$ cat config.mk
export PLATFORM = sky130hd
export DESIGN_NAME = lsu_arbiter
export DESIGN_NICKNAME = d
export VERILOG_FILES = /design/src/rtl/lsu_arbiter.sv
export SDC_FILE = /design/constraint.sdc
export NUM_CORES = 1
export LEC_CHECK = 0
export BUFFER_PORTS_ARGS = -buffer_cell sky130_fd_sc_hd__buf_2
export CORE_AREA = 2 2 109 111
export DETAILED_ROUTE_END_ITERATION = 8
export DIE_AREA = 0 0 111 113
export GPL_TIMING_DRIVEN = 1
export HOLD_SLACK_MARGIN = 0.1
export SETUP_SLACK_MARGIN = 0.5
export SLEW_MARGIN = 30
export SYNTH_ARGS = -nofsm -noshare
export SYNTH_HDL_FRONTEND = slang
export SYNTH_SLANG_ARGS = --single-unit
$ cat constraint.sdc
create_clock -name clk_i -period 1.9 [get_ports clk_i]
set_input_delay 0.19 -clock clk_i [delete_from_list [all_inputs] [get_ports clk_i]]
set_output_delay 0.19 -clock clk_i [all_outputs]
set_load 0.05 [all_outputs]
$ cat src/rtl/lsu_arbiter.sv
// Two-port round-robin front end for the shared load/store unit.
// Accepts one transaction per cycle, filters illegal accesses, and returns responses after RD_LAT cycles.
module lsu_arbiter #(
  parameter int unsigned RD_LAT = 1
) (
  input  logic        clk_i,
  input  logic        rst_ni,
  input  logic        req0_i,
  input  logic        req1_i,
  input  logic        we0_i,
  input  logic        we1_i,
  input  logic [2:0]  funct3_0_i,
  input  logic [2:0]  funct3_1_i,
  input  logic [31:0] addr0_i,
  input  logic [31:0] addr1_i,
  input  logic [31:0] wdata0_i,
  input  logic [31:0] wdata1_i,
  output logic        gnt0_o,
  output logic        gnt1_o,
  output logic        rvalid0_o,
  output logic        rvalid1_o,
  output logic        rerr0_o,
  output logic        rerr1_o,
  output logic [31:0] rdata_o,
  output logic        lsu_wren_o,
  output logic [2:0]  lsu_funct3_o,
  output logic [31:0] lsu_addr_o,
  output logic [31:0] lsu_st_data_o,
  input  logic [31:0] lsu_ld_data_i
);

  typedef struct packed {
    logic valid;
    logic port;
    logic err;
    logic we;
  } rsp_t;

  logic prio_q, prio_d;
  logic gnt0, gnt1, any_gnt;
  logic sel_we, sel_legal;
  rsp_t pipe_q [RD_LAT];
  rsp_t rsp_out;

  function automatic logic access_legal(input logic we, input logic [2:0] f3, input logic [31:0] addr);
    logic ok;
    unique case (f3[1:0])
      2'b00:   ok = 1'b1;
      2'b01:   ok = ~addr[0];
      2'b10:   ok = (addr[1:0] == 2'b00);
      default: ok = 1'b0;
    endcase
    if (we && f3[2]) ok = 1'b0;
    return ok;
  endfunction

  // Grants are gated by reset so nothing is accepted while rst_ni is low.
  always_comb begin
    gnt0 = 1'b0;
    gnt1 = 1'b0;
    if (rst_ni) begin
      if (req0_i && req1_i) begin
        gnt0 = ~prio_q;
        gnt1 = prio_q;
      end else begin
        gnt0 = req0_i;
        gnt1 = req1_i;
      end
    end
  end

  assign any_gnt = gnt0 | gnt1;

  always_comb begin
    if (gnt1) begin
      sel_we        = we1_i;
      lsu_funct3_o  = funct3_1_i;
      lsu_addr_o    = addr1_i;
      lsu_st_data_o = wdata1_i;
    end else begin
      sel_we        = we0_i;
      lsu_funct3_o  = funct3_0_i;
      lsu_addr_o    = addr0_i;
      lsu_st_data_o = wdata0_i;
    end
    sel_legal = access_legal(sel_we, lsu_funct3_o, lsu_addr_o);
  end

  assign lsu_wren_o = any_gnt & sel_we & sel_legal;
  assign gnt0_o     = gnt0;
  assign gnt1_o     = gnt1;

  always_comb begin
    prio_d = prio_q;
    if (gnt0)      prio_d = 1'b1;
    else if (gnt1) prio_d = 1'b0;
  end

  always_ff @(posedge clk_i or negedge rst_ni) begin
    if (!rst_ni) begin
      prio_q <= 1'b0;
      for (int unsigned i = 0; i < RD_LAT; i++) pipe_q[i] <= '0;
    end else begin
      prio_q    <= prio_d;
      pipe_q[0] <= '{valid: any_gnt, port: gnt1, err: ~sel_legal, we: sel_we};
      for (int unsigned i = 1; i < RD_LAT; i++) pipe_q[i] <= pipe_q[i-1];
    end
  end

  assign rsp_out   = pipe_q[RD_LAT-1];
  assign rvalid0_o = rsp_out.valid & ~rsp_out.port;
  assign rvalid1_o = rsp_out.valid &  rsp_out.port;
  assign rerr0_o   = rvalid0_o & rsp_out.err;
  assign rerr1_o   = rvalid1_o & rsp_out.err;
  assign rdata_o   = (rsp_out.valid && !rsp_out.err && !rsp_out.we) ? lsu_ld_data_i : '0;

endmodule

==> results by group, run 1 <==
Power
  • Switch Pwr: 888.5 uW
  • Pwr/cell area: 451.7 mW/mm2
  • Combinational power share: 76.4%
  • Cell Int Power: 1.107 mW
  • Clk pwr share: 17.2%
  • Peak VDD IR: 299.8 uV
  • Tot Pwr: 1.996 mW
  • Reg power frac: 6.4%
  • Switching fraction of total power: 44.52%
  • Static Leak: 2.340 nW

Placement
  • Port Buffers: 277
  • DP Area: 0.003034 mm2
  • Hpwl dp: 7.368 mm
  • GP Congestion: 0.7804
  • Placed Cells: 555

Timing
  • Highest clock rate: 508.2 MHz
  • Slew margin rel.: 81.34%
  • RSZ-0062 raised after global routing: yes
  • Worst Tran Pin Value: 0.2789 ns
  • Final Max Slew Viols: 0
  • Fin. Hold Viols: 0
  • PnR worst setup slack: -0.06759 ns
  • Setup Viol. Count Final: 67
  • Clock Skews: 0.001102 ns
  • Period utilisation layout: 103.6%
  • Post-layout min period: 1.968 ns

Run status
  • Status: finished with violations
  • Failing checks: setup timing

Yosys
  • Largest area contributor in the netlist: mux2_2
  • Compound-Gate Fraction of Synth Area: 4.406%
  • Largest family of logic cells by synthesized area: multiplexers
  • Mapped Area: 0.001306 mm2
  • Syn Nets: 312
  • Area contributors post-synth: mux2_2 (59%), and2_1 (16%), dfrtp_1 (9.6%), and3_1 (2.9%), buf_2 (2.3%)
  • Seq/Total Area, Yosys: 9.579%
  • Avg Cell Area, Syn: 9.330 um2
  • Multiplexer share of the synthesized area: 58.62%
  • Cells after synthesis: 140
  • Ys Warns: 0
  • Top cell type's share of synthesized area: 58.62%
  • Post-Synth Adder-Cell Area: 0%
  • Post-Synth Simple-Gate Area: 22.22%
  • Xor and xnor fraction of the mapped netlist area: 0%
  • Number of synthesized register bits: 5
  • Unique masters post-synth: 20

Worst setup path
  • Required @ worst endpoint: 1.71 ns
  • Critical Path Max Stage Delay: 0.37 ns
  • Critical path arrival: 1.78 ns
  • Buffers & Inverters on Critical Path: 3
  • Slowest CP cell: dfrtp_1
  • Reg-to-Reg Start: prio_q
  • Crit Path Category: flip-flop to output port
  • CP Capture Type: output port
  • Worst setup SP type: flip-flop
  • Crit. Startpoint: prio_q
  • Cell chain of the critical path: nand2b_4 > and3_4 > buf_6 > clkbuf_16 > mux2_4 > buf_8
  • Max FO, Critical Path: 7
  • Top delay family on crit path: buffers and inverters

Clocking
  • CTS tree: built
  • Clock tree buffer depth: 2
  • CTS Sinks: 5
  • Clock root cell: clkbuf_16
  • Clock transition at path regs: 0.03 ns
  • H-tree Lvls: 1
  • CTS Buf Count: 3
  • Skew-Pair Late Insertion Delay: 0.22 ns

Floorplan
  • Cell Rows: 39
  • Effective utilization at floorplan: 11.59%
  • Core Footprint: 0.01127 mm2
  • DIE WIDTH: 111 um
  • Die Y: 113 um
  • I/O Pins: 278
  • Die area: 0.01254 mm2

Global route
  • GRT met1 Usage: 13.73%
  • First-pass GRT wire length: 13.72 mm
  • Vias in the first global route: 2576
  • GRT overflow: 0
  • Gr busiest metal: met2
  • Initial antenna violation count: 0
  • Pin count of the biggest net entering global routing: 17
  • Met2 Use GR: 28.67%
  • M3 GR Usage: 3.321%
  • Global-route usage over all layers: 13.73%

Final layout
  • Most common cell after layout, fill and taps aside: buf_2
  • Antenna diode instance count: 0
  • P&R area growth vs syn: 238.2%
  • Nets: 609
  • Layout cells sized above 1: 94.95%
  • Final instance area: 0.004418 mm2
  • Fin cells: 579
  • Most frequent cells in the layout: buf_2 (184), buf_8 (73), mux2_4 (55)

Detailed routing
  • Drt pass-1 iters: 4
  • Via count: 2331
  • Final WL: 9.810 mm
  • Routed Antenna Nets: 0
  • Average wire per standard cell: 16.94 um
  • 1st-iter DRT viols: 78
  • DRC errors left: 0
  • Vias per inst: 4.026

Flow run
  • Max Cap Viol: 0

Min path
  • Worst min-delay path class: input pin to flip-flop
  • HP Start: we1_i
## layout make-up
type	instances	area, um2
Tap cell	143	178.9
Sequential cell	5	125.1
Timing Repair Buffer	303	2571
Inverter	1	3.754
Multi-Input combinational cell	123	1460
Clock buffer	4	78.83
Fill cell	1050	6854
## stage by stage
| step | TNS (ns) | util (%) | hold slack [ns] | setup slack [ns] |
|---|---|---|---|---|
| after floorplan | 0 | - | -0.1056 | 0.3117 |
| after CTS | -1.486 | 36.47 | 0.2489 | -0.05315 |
| final | -2.555 | 39.19 | 0.2522 | -0.06759 |
| after detailed placement | 0 | 26.92 | 0.1250 | 0.1015 |
| after global placement | 0 | 26.92 | 0.1183 | 0.1693 |
| after global routing | -4.758 | 39.19 | 0.2672 | -0.09363 |
## synth_stat cells
cell      count
a211oi_2      1
buf_6         2
nor2_1        2
o21bai_1      1
inv_1         1
nand2_1       2
buf_2         6
nor2b_1       1
a21oi_1       1
o22ai_1       1
and3_1        6
nor3b_1       1
dfrtp_1       5
mux2_2       68
nor3_1        1
nand2b_1      1
clkbuf_1      3
and2_1       34
o21a_1        2
o221a_2       1
## sequential cells by signal (all words and copies together), names as in the netlist
name,count
pipe_q,4
prio_q,1
## repair_timing
item	in CTS	in global routing
gates resized for setup	271	64
cloned	4	2
endpoints found under the setup margin	102	103
hold endpoints to repair	5	0
buffers inserted	11	2
pin swaps	17	2
hold buffers	1	0
## worst register-to-register path: stages, from the launching register on
cell and delay (ns):
dfrtp_1 0.37, nand2b_4 0.15, and3_4 0.26, buf_6 0.14
clkbuf_16 0.15, buf_6 0.10, mux2_4 0.28
## power groups by stage
stage	logic (mW)	clock network (mW)	registers, mW
after global routing	1.58	0.356	0.128
after global placement	1.11	0	0.125
after detailed placement	1.12	0	0.126
final	1.52	0.344	0.127
after CTS	1.41	0.347	0.126
after floorplan	0.782	0	0.122
## per-layer routing
layer,vias up,share of wire (%)
met5,-,0
met4,0,1.3
met3,8,8.6
met2,165,56
met1,1068,34
li1,1090,-
## path summary, 6_finish.rpt
check,endpoint,slack (ns),cells past startpoint
max,lsu_st_data_o[16],-0.07,6
min,pipe_q[0],0.25,2
max reg2reg,pipe_q[0],0.33,6
min reg2reg,prio_q,0.60,2
max in group asynchronous,pipe_q[1],1.19,3
min in group asynchronous,pipe_q[2],0.51,3
## logic make-up after synthesis
| kind of cell | count (synthesis) |
|---|---|
| AOI/OAI and AO/OA | 7 |
| buffers and inverters | 12 |
| DFF | 5 |
| muxes | 68 |
| and+or+nand+nor | 48 |
Note: power is estimated with default switching activity, not from simulation.
==> run 2, diff against run 1 <==
Settings changed: CORE_AREA 2 2 109 111 to 2 2 108 110, DIE_AREA 0 0 111 113 to 0 0 110 112.
Clock period 1.9 ns to 2.55 ns, I/O delays scaled along.
==> run 2 against run 1 <==
  * The run now ends clean
  * Die area down 1.8%
  * Largest power group unchanged
  * Non-clock buffer count down 19
  * Clock power down 25%
  * Critical endpoint is now lsu_st_data_o[15]
  * Critical path depth shrank 1
  * First-iteration DRC count is 73% lower
  * Sequential share of layout area up 1.2 points
  * Sequential cell count unchanged
  * Final area fell by 30%
  * Hold slack better by 0.060 ns
  * Total power fell by 41%
  * Clock skew increased by 0.00091 ns
==> results by group, run 2 (same netlist as run 1, synthesis figures left out) <==
Clocking
  • Clock root cell: clkbuf_16
  • Clock tree buffer depth: 2 (unchanged)
  • H-tree Lvls: 1 (unchanged)
  • Skew-Pair Late Insertion Delay: 0.23 ns (about the same)
  • CTS Buf Count: 3 (unchanged)
  • Clock transition at path regs: 0.03 ns (about the same)
  • CTS Sinks: 5 (unchanged)
  • CTS tree: built

Worst setup path
  • Levels on crit path: 5 (-1)
  • Slowest CP cell: dfrtp_1
  • Critical Path Max Stage Delay: 0.36 ns (about the same)
  • Top delay family on crit path: simple AND/OR/NAND/NOR gates
  • CP Capture Type: output port
  • Crit Path Category: flip-flop to output port
  • R2r worst-path depth: 5 (-1)
  • Cell chain of the critical path: nand2b_1 > and3_4 > buf_12 > mux2_2 > buf_2
  • Required @ worst endpoint: 2.30 ns (+0.59 ns)
  • Max FO, Critical Path: 20 (+13)
  • Buffers & Inverters on Critical Path: 2 (-1)
  • Critical path arrival: 1.81 ns (+0.03 ns)
  • Worst setup SP type: flip-flop

Timing
  • Setup_tns: 0 ns (+2.555 ns)
  • Slew margin rel.: 81.91% (+0.57 points)
  • Setup Viol. Count Final: 0 (-100%)
  • Post-layout min period: 2.065 ns
  • Period utilisation layout: 80.96%
  • RSZ-0062 raised after global routing: yes
  • Fin. Hold Viols: 0 (unchanged)
  • Worst Tran Pin Value: 0.2704 ns (-0.008486 ns)
  • Final Max Slew Viols: 0 (unchanged)
  • Clock Skews: 0.002013 ns (+0.0009107 ns)
  • Highest clock rate: 484.4 MHz

Global route
  • GRT overflow: 0 (unchanged)
  • First-pass GRT wire length: 10.10 mm (-26%)
  • Pin count of the biggest net entering global routing: 33 (+16)
  • Initial antenna violation count: 0 (unchanged)
  • Vias in the first global route: 2107 (-18%)
  • Global-route usage over all layers: 10.81% (-2.9 points)

Detailed routing
  • Routed Antenna Nets: 0 (unchanged)
  • Drt pass-1 iters: 4 (unchanged)
  • Final WL: 7.692 mm (-22%)
  • Via count: 2139 (-8.2%)
  • 1st-iter DRT viols: 21 (-73%)
  • Vias per inst: 3.820 (-5.1%)
  • Average wire per standard cell: 13.74 um (-19%)
  • DRC errors left: 0 (unchanged)

Final layout
  • Most frequent cells in the layout: buf_2 (256), mux2_2 (68), and2_1 (34)
  • Layout Utilization: 27.54% (-12 points)
  • Fill cells: 1224 (+17%)
  • Biggest register: pipe_q
  • Antenna diode instance count: 0 (unchanged)
  • Most common cell after layout, fill and taps aside: buf_2
  • P&R area growth vs syn: 135.6%
  • Largest registers: pipe_q (4), prio_q (1)
  • Nets: 590 (-3.1%)
  • Layout cells sized above 1: 85.85% (-9.1 points)
  • Max reg flops: 4 (unchanged)

Run status
  • Status: finished, final reports clean

Floorplan
  • DIE WIDTH: 110 um (-0.90%)
  • Core Footprint: 0.01117 mm2 (-0.87%)
  • Die Y: 112 um (-0.88%)
  • Die area: 0.01232 mm2 (-1.8%)
  • Cell Rows: 39 (unchanged)
  • Effective utilization at floorplan: 11.69% (+0.10 points)
  • I/O Pins: 278 (unchanged)

Power
  • Static Leak: 1.741 nW (-26%)
  • Pwr/cell area: 381.7 mW/mm2 (-15%)
  • Peak VDD IR: 178.4 uV (-41%)

Placement
  • Port Buffers: 277 (unchanged)
  • GP Congestion: 0.8046 (+3.1%)
  • Hpwl dp: 6.590 mm (-11%)

Flow run
  • Max Cap Viol: 0 (unchanged)

Min path
  • Worst min-delay path class: input pin to flip-flop
  • WHS Path Cells: 2 (unchanged)
run 2: path summary, 6_finish.rpt:
path	from	endpoint	slack, ns
hold / removal	req0_i	pipe_q[3]	0.31
max in group asynchronous	rst_ni	pipe_q[1]	1.88
min in group asynchronous	rst_ni	prio_q	0.48
setup reg to reg	prio_q	pipe_q[0]	0.98
hold reg to reg	prio_q	prio_q	0.54
setup / recovery	prio_q	lsu_st_data_o[15]	0.49
run 2: cell type report:
| cell class | instances | area [um2] | area share (%) |
|---|---|---|---|
| multi-input combinational | 123 | 1131 | 36.75 |
| tap | 143 | 178.9 | 5.813 |
| inverter | 1 | 3.754 | 0.1220 |
| sequential | 5 | 125.1 | 4.065 |
| clock buffer | 4 | 78.83 | 2.561 |
| timing repair buffer | 284 | 1560 | 50.69 |
run 2: power by group:
group / internal [mW] / total, mW / switching (mW) / leakage (nW)
combinational: 0.297 / 0.826 / 0.529 / 1.64
sequential: 0.0870 / 0.0919 / 0.00496 / 0.0600
clock: 0.207 / 0.257 / 0.0501 / 0.0382
total: 0.591 / 1.17 / 0.584 / 1.74
run 2: metrics by stage:
stage / cells / hold WS (ns) / instance area, um2 / power (mW) / setup WS (ns)
floorplan: 140 / -0.04059 / 1306 / 0.6410 / 0.6684
global placement: 552 / 0.09314 / 2849 / 0.8804 / 0.5846
detailed placement: 552 / 0.09586 / 2849 / 0.8815 / 0.5837
CTS: 558 / 0.3042 / 3050 / 1.180 / 0.4736
global route: 560 / 0.3256 / 3078 / 1.229 / 0.4504
finish: 560 / 0.3126 / 3078 / 1.175 / 0.4854
run 2: per-layer routing:
layer	part of all wire [%]	GRT usage, %	routed length (um)	vias to the layer above
li1	-	-	-	1053
met1	35	10.21	2654	915
met2	54	22.41	4153	161
met3	9.9	1.991	762	10
met4	1.6	3.207	123	0
met5	0	0	0	-
run 2: what timing repair did:
item                                    in CTS  in global routing
setup buffers                                0                  1
hold endpoints to repair                     5                  0
endpoints found under the setup margin      30                 49
hold buffers                                 1                  0
gates resized for setup                     27                  1
pin swaps                                    0                  1
gates cloned                                 1                  1
